$ cat src/rtl/alu_pkg.sv
// Shared definitions for the ALU sequencer and the operation units it drives.
// State encodings stay as plain localparams so older units can use them too.
package alu_pkg;

    // Default widths and unit count for a standard four-unit ALU.
    localparam int DEF_DATA_W  = 4;
    localparam int DEF_OP_W    = 2;
    localparam int DEF_N_OPS   = 4;
    localparam int DEF_TIMEOUT = 15;

    // Sequencer state encoding.
    localparam logic [1:0] ST_IDLE    = 2'd0;
    localparam logic [1:0] ST_WAIT    = 2'd1;
    localparam logic [1:0] ST_RELEASE = 2'd2;
    localparam logic [1:0] ST_FINISH  = 2'd3;

    // Opcode assignment.
    // The unit attached to enable bit k must implement opcode k.
    localparam int OP_COMPLEMENTO = 0;
    localparam int OP_SUMA        = 1;
    localparam int OP_RESTA       = 2;
    localparam int OP_AND         = 3;

endpackage

$ cat src/rtl/sync_2ff.sv
// Single-bit two-flop synchronizer for a done line coming back from an operation unit.
module sync_2ff (
    input  logic clk,
    input  logic rst,
    input  logic d,
    output logic q
);

    logic r_meta;
    logic r_sync;

    // Two back-to-back flops.
    // The first flop may go metastable; the second gives it a full cycle to settle.
    always_ff @(posedge clk or posedge rst) begin
        if (rst) begin
            r_meta <= 1'b0;
            r_sync <= 1'b0;
        end else begin
            r_meta <= d;
            r_sync <= r_meta;
        end
    end

    assign q = r_sync;

endmodule

$ cat src/rtl/alu_secuenciador.sv
// ALU sequencer: starts one operation unit per request and waits for its done.
// It then captures the unit's result, waits for the unit to drop done, and pulses
// its own done. Every wait on a unit is bounded, so a dead unit cannot hang the ALU.
module alu_secuenciador
    import alu_pkg::*;
#(
    parameter int DATA_W  = DEF_DATA_W,
    parameter int N_OPS   = DEF_N_OPS,
    parameter int OP_W    = DEF_OP_W,
    parameter int TIMEOUT = DEF_TIMEOUT
) (
    input  logic                    clk,
    input  logic                    rst,
    input  logic                    start,
    input  logic [OP_W-1:0]         opcode,
    input  logic [2*DATA_W-1:0]     data_in,
    output logic [2*DATA_W-1:0]     op_data,
    output logic [N_OPS-1:0]        op_enable,
    input  logic [N_OPS-1:0]        op_done,
    input  logic [N_OPS*DATA_W-1:0] op_result,
    output logic [DATA_W-1:0]       result,
    output logic                    done,
    output logic                    busy,
    output logic                    error
);

    // The counter is sized for the timeout, not for the opcode width.
    localparam int CNT_W = $clog2(TIMEOUT + 1);
    localparam logic [CNT_W-1:0] CNT_LAST = CNT_W'(TIMEOUT - 1);

    logic [1:0]            r_state;
    logic [CNT_W-1:0]      r_cnt;
    logic [OP_W-1:0]       r_sel;
    logic [2*DATA_W-1:0]   r_op_data;
    logic [N_OPS-1:0]      r_op_enable;
    logic [DATA_W-1:0]     r_result;
    logic                  r_done;
    logic                  r_error;

    logic [N_OPS-1:0]      w_ds_vec;
    logic                  w_ds;
    logic [DATA_W-1:0]     w_sel_result;
    logic [N_OPS-1:0]      w_start_onehot;
    logic                  w_op_valid;
    logic                  w_cnt_last;
    logic [1:0]            w_next_state;
    logic                  w_accept;
    logic                  w_reject;
    logic                  w_capture;
    logic                  w_wait_to;
    logic                  w_rel_ok;
    logic                  w_rel_to;

    // Each unit's done line is asynchronous to us, so every bit gets its own synchronizer.
    genvar g;
    generate
        for (g = 0; g < N_OPS; g++) begin : g_sync
            sync_2ff u_sync (
                .clk (clk),
                .rst (rst),
                .d   (op_done[g]),
                .q   (w_ds_vec[g])
            );
        end
    endgenerate

    // Decode the incoming opcode to a one-hot enable.
    // An opcode with no matching unit decodes to all zeros, which marks it invalid.
    always_comb begin
        w_start_onehot = '0;
        for (int k = 0; k < N_OPS; k++) begin
            if (opcode == OP_W'(k)) begin
                w_start_onehot[k] = 1'b1;
            end
        end
    end

    assign w_op_valid = |w_start_onehot;

    // Follow only the selected unit.
    // Done lines and results from the other units are ignored.
    always_comb begin
        w_ds         = 1'b0;
        w_sel_result = '0;
        for (int k = 0; k < N_OPS; k++) begin
            if (r_sel == OP_W'(k)) begin
                w_ds         = w_ds_vec[k];
                w_sel_result = op_result[k*DATA_W +: DATA_W];
            end
        end
    end

    assign w_cnt_last = (r_cnt == CNT_LAST);

    // Next-state logic and one-cycle event strobes for the register blocks below.
    // A done line that is already high on entry to WAIT counts as completion.
    always_comb begin
        w_next_state = r_state;
        w_accept     = 1'b0;
        w_reject     = 1'b0;
        w_capture    = 1'b0;
        w_wait_to    = 1'b0;
        w_rel_ok     = 1'b0;
        w_rel_to     = 1'b0;
        case (r_state)
            ST_IDLE: begin
                if (start) begin
                    if (w_op_valid) begin
                        w_accept     = 1'b1;
                        w_next_state = ST_WAIT;
                    end else begin
                        w_reject     = 1'b1;
                    end
                end
            end
            ST_WAIT: begin
                if (w_ds) begin
                    w_capture    = 1'b1;
                    w_next_state = ST_RELEASE;
                end else if (w_cnt_last) begin
                    w_wait_to    = 1'b1;
                    w_next_state = ST_FINISH;
                end
            end
            ST_RELEASE: begin
                if (!w_ds) begin
                    w_rel_ok     = 1'b1;
                    w_next_state = ST_FINISH;
                end else if (w_cnt_last) begin
                    w_rel_to     = 1'b1;
                    w_next_state = ST_FINISH;
                end
            end
            ST_FINISH: begin
                w_next_state = ST_IDLE;
            end
            default: begin
                w_next_state = ST_IDLE;
            end
        endcase
    end

    // State register and timeout counter.
    // The counter restarts on every state change and stays at zero while idle.
    always_ff @(posedge clk or posedge rst) begin
        if (rst) begin
            r_state <= ST_IDLE;
            r_cnt   <= '0;
        end else begin
            r_state <= w_next_state;
            if ((w_next_state != r_state) || (r_state == ST_IDLE) || (r_state == ST_FINISH)) begin
                r_cnt <= '0;
            end else begin
                r_cnt <= r_cnt + 1'b1;
            end
        end
    end

    // Unit enable.
    // It is set only when a request is accepted and cleared on completion or timeout.
    // The async reset drops it immediately, even in the middle of an operation.
    always_ff @(posedge clk or posedge rst) begin
        if (rst) begin
            r_op_enable <= '0;
        end else if (w_accept) begin
            r_op_enable <= w_start_onehot;
        end else if (w_capture || w_wait_to || (r_state != ST_WAIT)) begin
            r_op_enable <= '0;
        end
    end

    // Latch the opcode and operands when a request is accepted.
    // They then hold steady on the shared operand bus for the whole operation.
    always_ff @(posedge clk or posedge rst) begin
        if (rst) begin
            r_sel     <= '0;
            r_op_data <= '0;
        end else if (w_accept) begin
            r_sel     <= opcode;
            r_op_data <= data_in;
        end
    end

    // Capture the selected unit's result once its done is seen.
    // A timeout leaves the previous result in place.
    always_ff @(posedge clk or posedge rst) begin
        if (rst) begin
            r_result <= '0;
        end else if (w_capture) begin
            r_result <= w_sel_result;
        end
    end

    // Completion pulse and sticky error flag.
    // The error flag clears only when a good request is accepted.
    always_ff @(posedge clk or posedge rst) begin
        if (rst) begin
            r_done  <= 1'b0;
            r_error <= 1'b0;
        end else begin
            r_done <= w_reject || w_wait_to || w_rel_ok || w_rel_to;
            if (w_accept) begin
                r_error <= 1'b0;
            end else if (w_reject || w_wait_to || w_rel_to) begin
                r_error <= 1'b1;
            end
        end
    end

    // done is raised on the edge that enters FINISH.
    // busy therefore covers only WAIT and RELEASE, so it is already low during the done cycle.
    assign busy      = (r_state == ST_WAIT) || (r_state == ST_RELEASE);
    assign done      = r_done;
    assign error     = r_error;
    assign result    = r_result;
    assign op_data   = r_op_data;
    assign op_enable = r_op_enable;

endmodule

$ cat config.mk
export PLATFORM = sky130hd
export DESIGN_NAME = alu_secuenciador
export DESIGN_NICKNAME = d
export VERILOG_FILES = /design/src/rtl/alu_pkg.sv /design/src/rtl/sync_2ff.sv /design/src/rtl/alu_secuenciador.sv
export SDC_FILE = /design/constraint.sdc
export NUM_CORES = 1
export LEC_CHECK = 0
export CORE_MARGIN = 8
export CORE_UTILIZATION = 49
export DETAILED_ROUTE_END_ITERATION = 6
export MAX_ROUTING_LAYER = met4
export PLACE_DENSITY_LB_ADDON = 0.08
export REMOVE_ABC_BUFFERS = 1
export SLEW_MARGIN = 20
export SYNTH_ARGS = -nofsm -noshare
export SYNTH_HDL_FRONTEND = slang
export SYNTH_SLANG_ARGS = --single-unit
$ cat constraint.sdc
create_clock -name clk -period 5.6 [get_ports clk]
set_clock_uncertainty 0.15 [all_clocks]
set_input_delay 1.12 -clock clk [delete_from_list [all_inputs] [get_ports clk]]
set_output_delay 1.12 -clock clk [all_outputs]
set_load 0.005 [all_outputs]
==> summary.md, run 1 <==
| Metric | Value |
|---|---|
| Cts repair resizes | 0 |
| Largest fanout on the critical path | 6 |
| Maximum frequency from static timing analysis | 0.336 GHz |
| Count of antenna-violating nets left after detailed routing | 0 |
| Placement-stage worst setup slack | 2.80 ns |
| Number of antenna violations at the first check in global routing | 0 |
| Die area | 5280 um2 |
| Part of the power in registers | 0.393 |
| Post-synthesis cell type with the largest combined area | sky130_fd_sc_hd__dfrtp_1 |
| Vias after detailed routing | 1,136 |
| Clock edge transition at the registers on the reported setup and hold paths | 0.10 ns |
| Largest net degree at the start of global routing | 35 |
| Share of the synthesized area in the top cell type | 0.541 |
| Share of the clock period used by the worst path | 0.532 |
| Maximum Capacitance Violations | 0 |
| 1st-pass router iterations | 4 |
| Final design utilization | 0.713 |
| Synthesis warning total | 0 |
| Predominant post-synthesis flop cell | sky130_fd_sc_hd__dfrtp_1 |
| Synth Instances | 118 |
| Count of pins over their slew limit | 0 |
| Share of cells above drive strength 1 | 0.174 |
| Crit path cell chain | inv_1, ha_1, clkdlybuf4s50_1 |
| Remaining design rule violation count | 0 |
| Run status | finished clean |
| Die H | 72.7 um |
| Tightest slew margin relative to the limit | 0.522 |
| Quantity of hold-fixing buffers added after cts | 0 |
| N_diodes | 0 |
| Via count of the first global-routing pass | 1,209 |
| Critical-path top delay cell | sky130_fd_sc_hd__clkdlybuf4s50_1 |
| Drt total wl | 3.40 mm |
| GR Overflow Total | 0 |
| RSZ-0062 raised after global routing | false |
| Clk sinks | 34 |
| GRT Util Overall | 0.143 |
| Starting density of the core | 0.516 |
| Cell variety after synth | 33 |
| Post-synthesis sequential area ratio | 0.541 |
| Most used cells in the layout excluding fill and tap cells | sky130_fd_sc_hd__clkdlybuf4s50_1, sky130_fd_sc_hd__dfrtp_1, sky130_fd_sc_hd__mux2_2 |
| Per-instance average area after synthesis | 13.3 um2 |
| Average wire per cell in the routed design | 15.8 um |
| Worst-skew pair later-pin latency | 0.33 ns |
| Part of the total power dissipated in combinational logic | 0.465 |
| Transition time of the tightest slew-check pin | 0.716 ns |
| Start-to-end type of the worst setup path | flop to primary output |
| Overall power | 964 uW |
| Clock network fraction of total power | 0.143 |
| Post-synth EDFFs | 0 |
| Clk buf depth | 2 |
| FF+latch count, synth | 34 |
| Critical path's largest stage delay | 0.49 ns |
| Number of buffers inserted by post-CTS setup repair | 0 |
| Share of flip-flops with an asynchronous set or reset | 1.00 |
| M3 GR Usage | 0.0467 |
| Routability-driven placement congestion ratio | 0.752 |
| I/O pin total | 52 |
| Cell Area, Synth | 1570 um2 |
| Final WS setup | 2.62 ns |
| Total number of nets in the final design | 210 |
| Storage element area | 851 um2 |
| Detail Placement HPWL | 2.59 mm |
| DR iter-0 viols | 50 |
| Sort of element at the start of the critical path | flop |
| GRT busiest layer | met2 |
| Count of buffers inserted at the top-level ports | 51 |
| Leakage Power | 0.000933 uW |
| Met2 Use GR | 0.232 |
| Fill cell count | 230 |
| Met1 demand-to-capacity share in global routing | 0.155 |
| Global-route wire length before repair | 5.70 mm |
| Clock root buffer | sky130_fd_sc_hd__clkbuf_4 |
| Number of cell rows | 20 |
| Total power density per cell area | 443 nW/um2 |
| Setup TNS after final layout | 0 ns |
| Area occupied by multi-input gates | 673 um2 |
| Die extent in x | 72.7 um |
| CTS tree | done |
| Final setup violation count | 0 |
| Arrival @ worst endpoint | 1.71 ns |
| Layout overhead on the synthesized area | 38.2% |
| Number of H-tree levels | 2 |
| Critical path data required time | 4.33 ns |
| Core Region | 3050 um2 |
| Crit path capture type | primary output |
| Top cells by area in the synthesized netlist | sky130_fd_sc_hd__dfrtp_1, sky130_fd_sc_hd__mux2_2, sky130_fd_sc_hd__mux4_1 |
| Class of the most critical hold timing path | flop to flop |
| Total internal power | 646 uW |
| Number of buffers inserted during clock tree synthesis | 5 |
| P_sw | 317 uW |
| Sw Ratio | 0.329 |
| Final-report hold violation count | 0 |
| Final critical-path required period | 2.98 ns |
| Vias per Instance | 5.26 |
| Most frequent standard cell in the layout excluding fill and tap cells | sky130_fd_sc_hd__clkdlybuf4s50_1 |
| Peak VDD IR | 0.000301 V |
[sequential cells by signal, summed over array words and instances (netlist names)]
register	flops
done	1
g_sync.u_sync.q	4
op_data	8
g_sync.u_sync.r_meta	4
result	4
op_enable	4
r_sel	2
r_cnt	4
error	1
r_state	2
[kinds of logic after synthesis]
| kind of cell | Yosys count | synth area share |
|---|---|---|
| AOI/OAI and AO/OA | 17 | 0.0882 |
| xor gates and xnor gates | 2 | 0.0111 |
| and+or+nand+nor | 26 | 0.0795 |
| muxes | 22 | 0.201 |
| DFF | 34 | 0.541 |
| adders and majority gates | 6 | 0.0477 |
| buffers and inverters | 11 | 0.0318 |
[layer usage]
metal | routed length [um] | vias up
met5 | 0 | -
met4 | 61 | 0
li1 | - | 538
met3 | 184 | 7
met1 | 1380 | 563
met2 | 1770 | 28
[through the flow]
stage          instances  area [um2]  hold slack (ns)
2_1_floorplan        112        1540            0.181
6_report             216        2180            0.207
3_3_place_gp         208        2120            0.187
4_1_cts              216        2180            0.210
3_5_place_dp         208        2120            0.187
5_1_grt              216        2180            0.223
[path summary, 6_finish.rpt]
kind	start	end	slack, ns	depth (start not counted)
max in group asynchronous	rst	op_data[2]	3.97	3
min	g_sync[1].u_sync.r_meta	g_sync[1].u_sync.q	0.21	0
min in group asynchronous	rst	result[0]	1.02	3
max reg2reg	r_state[0]	op_data[0]	3.50	4
min reg2reg	g_sync[1].u_sync.r_meta	g_sync[1].u_sync.q	0.21	0
max	r_state[0]	busy	2.62	3
[power groups by stage]
stage	Sequential, uW	Combinational [uW]	Clock, uW
2_1_floorplan	377	256	0
3_3_place_gp	380	434	0
3_5_place_dp	384	451	0
4_1_cts	379	454	147
5_1_grt	390	486	157
6_report	378	448	138
[critical path: cells and delay by family, from the launching register on]
| family | cells | cell delay [ns] |
|---|---|---|
| adder cells (fa/ha/maj) | 1 | 0.30 |
| flip-flops | 1 | 0.46 |
| buffers and inverters | 2 | 0.61 |
[Yosys cell counts, types with 2 or more instances]
library cell	count
sky130_fd_sc_hd__dfrtp_1	34
sky130_fd_sc_hd__mux2_2	14
sky130_fd_sc_hd__nand2_1	10
sky130_fd_sc_hd__ha_1	6
sky130_fd_sc_hd__inv_1	5
sky130_fd_sc_hd__a31o_2	4
sky130_fd_sc_hd__clkbuf_1	4
sky130_fd_sc_hd__mux4_1	4
sky130_fd_sc_hd__nor2_1	4
sky130_fd_sc_hd__nor4_1	4
sky130_fd_sc_hd__o21ai_0	3
sky130_fd_sc_hd__mux2i_1	2
sky130_fd_sc_hd__nand3_1	2
sky130_fd_sc_hd__nor3_1	2
sky130_fd_sc_hd__nor3b_1	2
[area by class of cell]
| class | instances | area share |
|---|---|---|
| sequential | 34 | 0.391 |
| multi-input combinational | 73 | 0.309 |
| timing repair buffer | 52 | 0.238 |
| clock buffer | 7 | 0.0253 |
| tap | 44 | 0.0253 |
| inverter | 5 | 0.00863 |
| clock inverter | 1 | 0.00230 |
(Power assumes the default switching activity.)
==> run 2: changes to the inputs <==
--- a/config.mk
+++ b/config.mk
@@ -6,7 +6,7 @@
 export NUM_CORES = 1
 export LEC_CHECK = 0
 export CORE_MARGIN = 8
-export CORE_UTILIZATION = 49
+export CORE_UTILIZATION = 45
 export DETAILED_ROUTE_END_ITERATION = 6
 export MAX_ROUTING_LAYER = met4
 export PLACE_DENSITY_LB_ADDON = 0.08
==> constraint.sdc (replaced) <==
create_clock -name clk -period 2.9 [get_ports clk]
set_clock_uncertainty 0.15 [all_clocks]
set_input_delay 0.58 -clock clk [delete_from_list [all_inputs] [get_ports clk]]
set_output_delay 0.58 -clock clk [all_outputs]
set_load 0.005 [all_outputs]
==> run 2 against run 1 <==
  * Sequential share of layout area about the same
  * Global-route usage down 0.55 points
  * Total power up 92%
  * Critical path type unchanged
  * Sequential power up 93%
  * Critical endpoint unchanged
==> summary.md, run 2 (synthesis results as in run 1) <==
| Metric | Value |
|---|---|
| Clk sinks | 34 (unchanged) |
| Number of antenna violations at the first check in global routing | 0 (unchanged) |
| Average wire per cell in the routed design | 15.5 um (was 15.8 um) |
| Final WS setup | 0.502 ns (was 2.62 ns) |
| Peak VDD IR | 0.000519 V (was 0.000301 V) |
| GRT Util Overall | 0.138 (was 0.143) |
| Vias per Instance | 5.17 (was 5.26) |
| Total power density per cell area | 851 nW/um2 (was 443 nW/um2) |
| Setup TNS after final layout | 0 ns (unchanged) |
| Final-report hold violation count | 0 (unchanged) |
| Core Region | 3340 um2 (was 3050 um2) |
| Reg2reg end | result[3] (was op_data[0]) |
| Maximum Capacitance Violations | 0 (unchanged) |
| Number of flip-flops in the largest register | 8 (unchanged) |
| Share of the clock period used by the worst path | 0.827 |
| Vias after detailed routing | 1,128 (was 1,136) |
| Final setup violation count | 0 (unchanged) |
| Sort of element at the start of the critical path | flop (unchanged) |
| Count of antenna-violating nets left after detailed routing | 0 (unchanged) |
| Routability-driven placement congestion ratio | 0.809 (was 0.752) |
| Placed insts | 210 (was 208) |
| Number of cell rows | 21 (was 20) |
| Count of pins over their slew limit | 0 (unchanged) |
| DR iter-0 viols | 47 (was 50) |
| Number of buffers inserted by post-CTS setup repair | 0 (unchanged) |
| Crit path capture type | primary output (unchanged) |
| Global-route wire length before repair | 5.60 mm (was 5.70 mm) |
| Starting density of the core | 0.472 (was 0.516) |
| Leakage Power | 0.000933 uW (unchanged) |
| Depth of the most critical reg-to-reg path | 3 (was 4) |
| Clk buf depth | 2 (unchanged) |
| Largest net degree at the start of global routing | 35 (unchanged) |
| Worst Min Path Start | g_sync[2].u_sync.r_meta (was g_sync[1].u_sync.r_meta) |
| Detail Placement HPWL | 2.66 mm (was 2.59 mm) |
| GRT busiest layer | met2 (unchanged) |
| Crit path cell chain | inv_1, ha_1, clkdlybuf4s50_1 (unchanged) |
| Placement-stage worst setup slack | 0.629 ns (was 2.80 ns) |
| Non-filler instance count after layout | 218 (was 216) |
| Drt total wl | 3.39 mm (was 3.40 mm) |
| Worst hold path cell count | 0 (unchanged) |
| Count of buffers inserted at the top-level ports | 51 (unchanged) |
| Worst-skew pair later-pin latency | 0.33 ns (about the same) |
| Run status | finished clean (unchanged) |
| Met1 demand-to-capacity share in global routing | 0.140 (was 0.155) |
| Remaining design rule violation count | 0 (unchanged) |
| Share of cells above drive strength 1 | 0.174 (unchanged) |
| Largest fanout on the critical path | 6 (unchanged) |
| Most used cells in the layout excluding fill and tap cells | sky130_fd_sc_hd__clkdlybuf4s50_1, sky130_fd_sc_hd__dfrtp_1, sky130_fd_sc_hd__mux2_2 (unchanged) |
| Layout overhead on the synthesized area | 38.4% (was 38.2%) |
| I/O pin total | 52 (unchanged) |
| Tightest slew margin relative to the limit | 0.525 (was 0.522) |
| Transition time of the tightest slew-check pin | 0.711 ns (was 0.716 ns) |
| Clock root buffer | sky130_fd_sc_hd__clkbuf_4 (unchanged) |
| Die area | 5650 um2 (was 5280 um2) |
| Number of H-tree levels | 2 (unchanged) |
| Class of the most critical hold timing path | flop to flop (unchanged) |
| Die extent in x | 75.1 um (was 72.7 um) |
| Number of buffers inserted during clock tree synthesis | 5 (unchanged) |
| Via count of the first global-routing pass | 1,226 (was 1,209) |
| Met2 Use GR | 0.241 (was 0.232) |
| Total number of nets in the final design | 210 (unchanged) |
| 1st-pass router iterations | 4 (unchanged) |
| N_diodes | 0 (unchanged) |
| Start-to-end type of the worst setup path | flop to primary output (unchanged) |
| Storage element area | 851 um2 (unchanged) |
| Clock edge transition at the registers on the reported setup and hold paths | 0.10 ns (about the same) |
| Maximum frequency from static timing analysis | 0.417 GHz |
| Final critical-path required period | 2.40 ns |
| Worst-case register-to-register setup slack | 0.83 ns (was 3.50 ns) |
| Area occupied by multi-input gates | 673 um2 (unchanged) |
| Arrival @ worst endpoint | 1.67 ns (was 1.71 ns) |
| Critical path's largest stage delay | 0.49 ns (about the same) |
| CTS tree | done (unchanged) |
| M3 GR Usage | 0.0493 (was 0.0467) |
| Critical path data required time | 2.17 ns (was 4.33 ns) |
| Critical-path top delay cell | sky130_fd_sc_hd__clkdlybuf4s50_1 (unchanged) |
| GR Overflow Total | 0 (unchanged) |
| Destination of the worst hold path | g_sync[2].u_sync.q (was g_sync[1].u_sync.q) |
| Most frequent standard cell in the layout excluding fill and tap cells | sky130_fd_sc_hd__clkdlybuf4s50_1 (unchanged) |
| Quantity of hold-fixing buffers added after cts | 0 (unchanged) |
| RSZ-0062 raised after global routing | false (unchanged) |
| FF-to-FF Start | r_sel[0] (was r_state[0]) |
| Fill cell count | 295 (was 230) |
| Cts repair resizes | 0 (unchanged) |
| Die H | 75.1 um (was 72.7 um) |
==> run 2: cell counts in the layout (fill, tap and decap cells not counted) <==
Identical to the previous run, type by type.
==> run 2: routing by layer <==
layer	vias to the layer above	share of wire
met4	0	0.012
met1	559	0.39
met2	26	0.54
met3	5	0.051
met5	-	0
li1	538	-
==> run 2: how the worst max path moves through the flow <==
stage / startpoint / endpoint / slack (ns) / cells after the start
final: r_state[0] / busy / 0.50 / 3
after global routing: r_state[0] / busy / 0.39 / 3
after floorplan: r_sel[0] / result[0] / 1.04 / 3
after global placement: start / op_data[0] / 0.67 / 3
after CTS: r_state[0] / busy / 0.47 / 3
after detailed placement: start / op_enable[1] / 0.63 / 4
==> run 2: metrics by stage <==
| stage | utilization | hold slack [ns] | area, um2 | power (uW) |
|---|---|---|---|---|
| 6_report | 0.653 | 0.198 | 2180 | 1850 |
| 4_1_cts | 0.653 | 0.206 | 2180 | 1890 |
| 5_1_grt | 0.653 | 0.213 | 2180 | 2000 |
| 3_3_place_gp | 0.635 | 0.185 | 2120 | 1570 |
| 3_5_place_dp | 0.635 | 0.186 | 2120 | 1610 |
| 2_1_floorplan | - | 0.181 | 1540 | 1220 |
==> run 2: critical path, delay by kind of cell (launching register included) <==
kind / cells / cell delay, ns
buffers and inverters: 2 / 0.61
adders and majority gates: 1 / 0.29
DFF: 1 / 0.45
==> run 2: layout make-up <==
class	count	area share
well taps	46	0.0264
repair buffers	52	0.238
flip-flops and latches	34	0.391
inverters	5	0.00862
multi-input cells	73	0.309
clock inverters	1	0.00230
clock buffers	7	0.0253
==> run 2: power breakdown <==
part	switching (uW)	internal, uW	total [uW]	leakage [uW]
registers	116	614	730	0.000420
clock network	150	117	268	0.0000353
logic	342	515	857	0.000478
total	608	1250	1850	0.000933
==> run 3: changes to the inputs <==
--- a/config.mk
+++ b/config.mk
@@ -6,7 +6,7 @@
 export NUM_CORES = 1
 export LEC_CHECK = 0
 export CORE_MARGIN = 8
-export CORE_UTILIZATION = 45
+export CORE_UTILIZATION = 41
 export DETAILED_ROUTE_END_ITERATION = 6
 export MAX_ROUTING_LAYER = met4
 export PLACE_DENSITY_LB_ADDON = 0.08
==> constraint.sdc (replaced) <==
create_clock -name clk -period 2.2 [get_ports clk]
set_clock_uncertainty 0.15 [all_clocks]
set_input_delay 0.44 -clock clk [delete_from_list [all_inputs] [get_ports clk]]
set_output_delay 0.44 -clock clk [all_outputs]
set_load 0.005 [all_outputs]
==> run 3 against run 2 <==
  * First-iteration DRC count rose by 130%
  * Clock power rose by 78%
  * Via count rose by 2.9%
  * Sequential power rose by 27%
  * Final area rose by 4.6%
  * Critical path depth did not move
  * Non-clock buffer count rose by 5
  * Total power rose by 44%
  * Critical endpoint unchanged
  * Highest routed layer unchanged
==> summary.md, run 3 (synthesis results as in run 1) <==
| Metric | Value |
|---|---|
| Number of flip-flops in the largest register | 8 (unchanged) |
| Critical path's largest stage delay | 0.50 ns (was 0.49 ns) |
| N_diodes | 0 (unchanged) |
| Class of the most critical hold timing path | flop to flop (unchanged) |
| Layout overhead on the synthesized area | 44.8% (was 38.4%) |
| Clk sinks | 34 (unchanged) |
| Most used cells in the layout excluding fill and tap cells | sky130_fd_sc_hd__clkdlybuf4s50_1, sky130_fd_sc_hd__dfrtp_1, sky130_fd_sc_hd__mux2_2 (unchanged) |
| Final setup violation count | 0 (unchanged) |
| Number of buffer and inverter instances along the worst setup path | 2 (unchanged) |
| Global-route wire length before repair | 5.78 mm (was 5.60 mm) |
| 1st-pass router iterations | 4 (unchanged) |
| Number of H-tree levels | 2 (unchanged) |
| Critical-path top delay cell | sky130_fd_sc_hd__clkdlybuf4s50_1 (unchanged) |
| Maximum frequency from static timing analysis | 0.470 GHz |
| Final-report hold violation count | 0 (unchanged) |
| GRT Util Overall | 0.124 (was 0.138) |
| Arrival @ worst endpoint | 1.54 ns (was 1.67 ns) |
| Die area | 6080 um2 (was 5650 um2) |
| Start-to-end type of the worst setup path | flop to primary output (unchanged) |
| CTS tree | done (unchanged) |
| Via count of the first global-routing pass | 1,258 (was 1,226) |
| Final critical-path required period | 2.13 ns |
| Count of buffers inserted at the top-level ports | 51 (unchanged) |
| DR iter-0 viols | 109 (was 47) |
| Average wire per cell in the routed design | 15.3 um (was 15.5 um) |
| Crit path cell chain | inv_1, ha_1, clkdlybuf4s50_1 (unchanged) |
| Count of pins over their slew limit | 0 (unchanged) |
| Share of the clock period used by the worst path | 0.967 |
| Remaining design rule violation count | 0 (unchanged) |
| Setup TNS after final layout | 0 ns (unchanged) |
| Most frequent standard cell in the layout excluding fill and tap cells | sky130_fd_sc_hd__clkdlybuf4s50_1 (unchanged) |
| Run status | finished clean (unchanged) |
| Tightest slew margin relative to the limit | 0.739 (was 0.525) |
| Worst-skew pair later-pin latency | 0.28 ns (was 0.33 ns) |
| Fill cell count | 325 (was 295) |
| Maximum Capacitance Violations | 0 (unchanged) |
| Sort of element at the start of the critical path | flop (unchanged) |
| Placement-stage worst setup slack | 0.271 ns (was 0.629 ns) |
| Core Region | 3690 um2 (was 3340 um2) |
| Largest net degree at the start of global routing | 27 (was 35) |
| Share of cells above drive strength 1 | 0.203 (was 0.174) |
| Vias per Instance | 5.16 (was 5.17) |
| Clock root buffer | sky130_fd_sc_hd__clkbuf_8 (was sky130_fd_sc_hd__clkbuf_4) |
| RSZ-0062 raised after global routing | false (unchanged) |
| I/O pin total | 52 (unchanged) |
| Routability-driven placement congestion ratio | 0.842 (was 0.809) |
| Number of cell rows | 22 (was 21) |
| Clk buf depth | 2 (unchanged) |
| Final WS setup | 0.0722 ns (was 0.502 ns) |
| Vias after detailed routing | 1,161 (was 1,128) |
| Total number of nets in the final design | 215 (was 210) |
| Total power density per cell area | 1170 nW/um2 (was 851 nW/um2) |
| Starting density of the core | 0.427 (was 0.472) |
| Die H | 78.0 um (was 75.1 um) |
| Number of antenna violations at the first check in global routing | 0 (unchanged) |
| Final design instance area without fill | 2280 um2 (was 2180 um2) |
| Leakage Power | 0.000979 uW (was 0.000933 uW) |
| Crit path capture type | primary output (unchanged) |
| Cell family with most CP delay | buffers and inverters (unchanged) |
| Largest fanout on the critical path | 4 (was 6) |
| Area after DPL | 2170 um2 (was 2120 um2) |
| Detail Placement HPWL | 2.65 mm (was 2.66 mm) |
| Die extent in x | 78.0 um (was 75.1 um) |
| Peak VDD IR | 0.000633 V (was 0.000519 V) |
| GR Overflow Total | 0 (unchanged) |
| Critical path data required time | 1.61 ns (was 2.17 ns) |
| Clock edge transition at the registers on the reported setup and hold paths | 0.07 ns (was 0.10 ns) |
| Transition time of the tightest slew-check pin | 0.391 ns (was 0.711 ns) |
| Overall power | 2670 uW (was 1850 uW) |
| Count of antenna-violating nets left after detailed routing | 0 (unchanged) |
| Drt total wl | 3.44 mm (was 3.39 mm) |
| Number of buffers inserted during clock tree synthesis | 5 (unchanged) |
## run 3: cell count changes in the layout (fill, tap and decap cells not counted), sizes merged
cell      before  now
buf            1    6
clkbuf         7    6
clkinvlp       0    1
## run 3: repair_timing
item                                    in CTS  in global routing
buffers inserted                             2                  0
resized for setup                            0                  0
endpoints found under the setup margin       1                  0
hold buffers                                 0                  0
## run 3: cell type report
class                           instances  area [um2]  share of cell area
Clock inverter                          2        12.5             0.00549
Multi-Input combinational cell         73         673               0.295
Tap cell                               48        60.1              0.0264
Inverter                                5        18.8             0.00824
Clock buffer                            6        82.6              0.0362
Timing Repair Buffer                   57         581               0.255
Sequential cell                        34         851               0.373
## run 3: through the flow
stage / cells / hold WS (ns) / utilization
finish: 225 / 0.202 / 0.618
global route: 225 / 0.207 / 0.618
CTS: 225 / 0.205 / 0.618
detailed placement: 215 / 0.189 / 0.588
global placement: 215 / 0.185 / 0.588
floorplan: 112 / 0.181 / -
## run 3: path summary, 6_finish.rpt
path | start | to | cells after the start | slack, ns
worst max-delay path | r_state[0] | busy | 3 | 0.07
worst min-delay path | g_sync[3].u_sync.r_meta | g_sync[3].u_sync.q | 0 | 0.20
worst max register to register | r_state[0] | r_cnt[2] | 6 | 0.24
worst min register to register | g_sync[3].u_sync.r_meta | g_sync[3].u_sync.q | 0 | 0.20
max in group asynchronous | rst | g_sync[2].u_sync.q | 3 | 1.16
min in group asynchronous | rst | op_data[6] | 2 | 0.28
## run 3: worst reg2reg max path, stage by stage (launching register included)
cell                        delay (ns)
sky130_fd_sc_hd__dfrtp_1          0.39
sky130_fd_sc_hd__buf_4            0.16
sky130_fd_sc_hd__ha_1             0.22
sky130_fd_sc_hd__nor2b_1          0.15
sky130_fd_sc_hd__a2bb2oi_2        0.28
sky130_fd_sc_hd__mux2i_1          0.39
sky130_fd_sc_hd__nor4_1           0.09
## run 3: power by group
group / total [uW] / internal [uW] / switching (uW)
clock: 478 / 251 / 227
sequential: 927 / 812 / 115
combinational: 1260 / 749 / 512
total: 2670 / 1810 / 854
## run 3: routing by layer
| metal | vias to the layer above | GRT usage | routed length (um) |
|---|---|---|---|
| li1 | 545 | - | - |
| met1 | 572 | 0.132 | 1440 |
| met2 | 38 | 0.199 | 1710 |
| met3 | 6 | 0.0484 | 224 |
| met4 | 0 | 0.0611 | 63 |
| met5 | - | - | 0 |
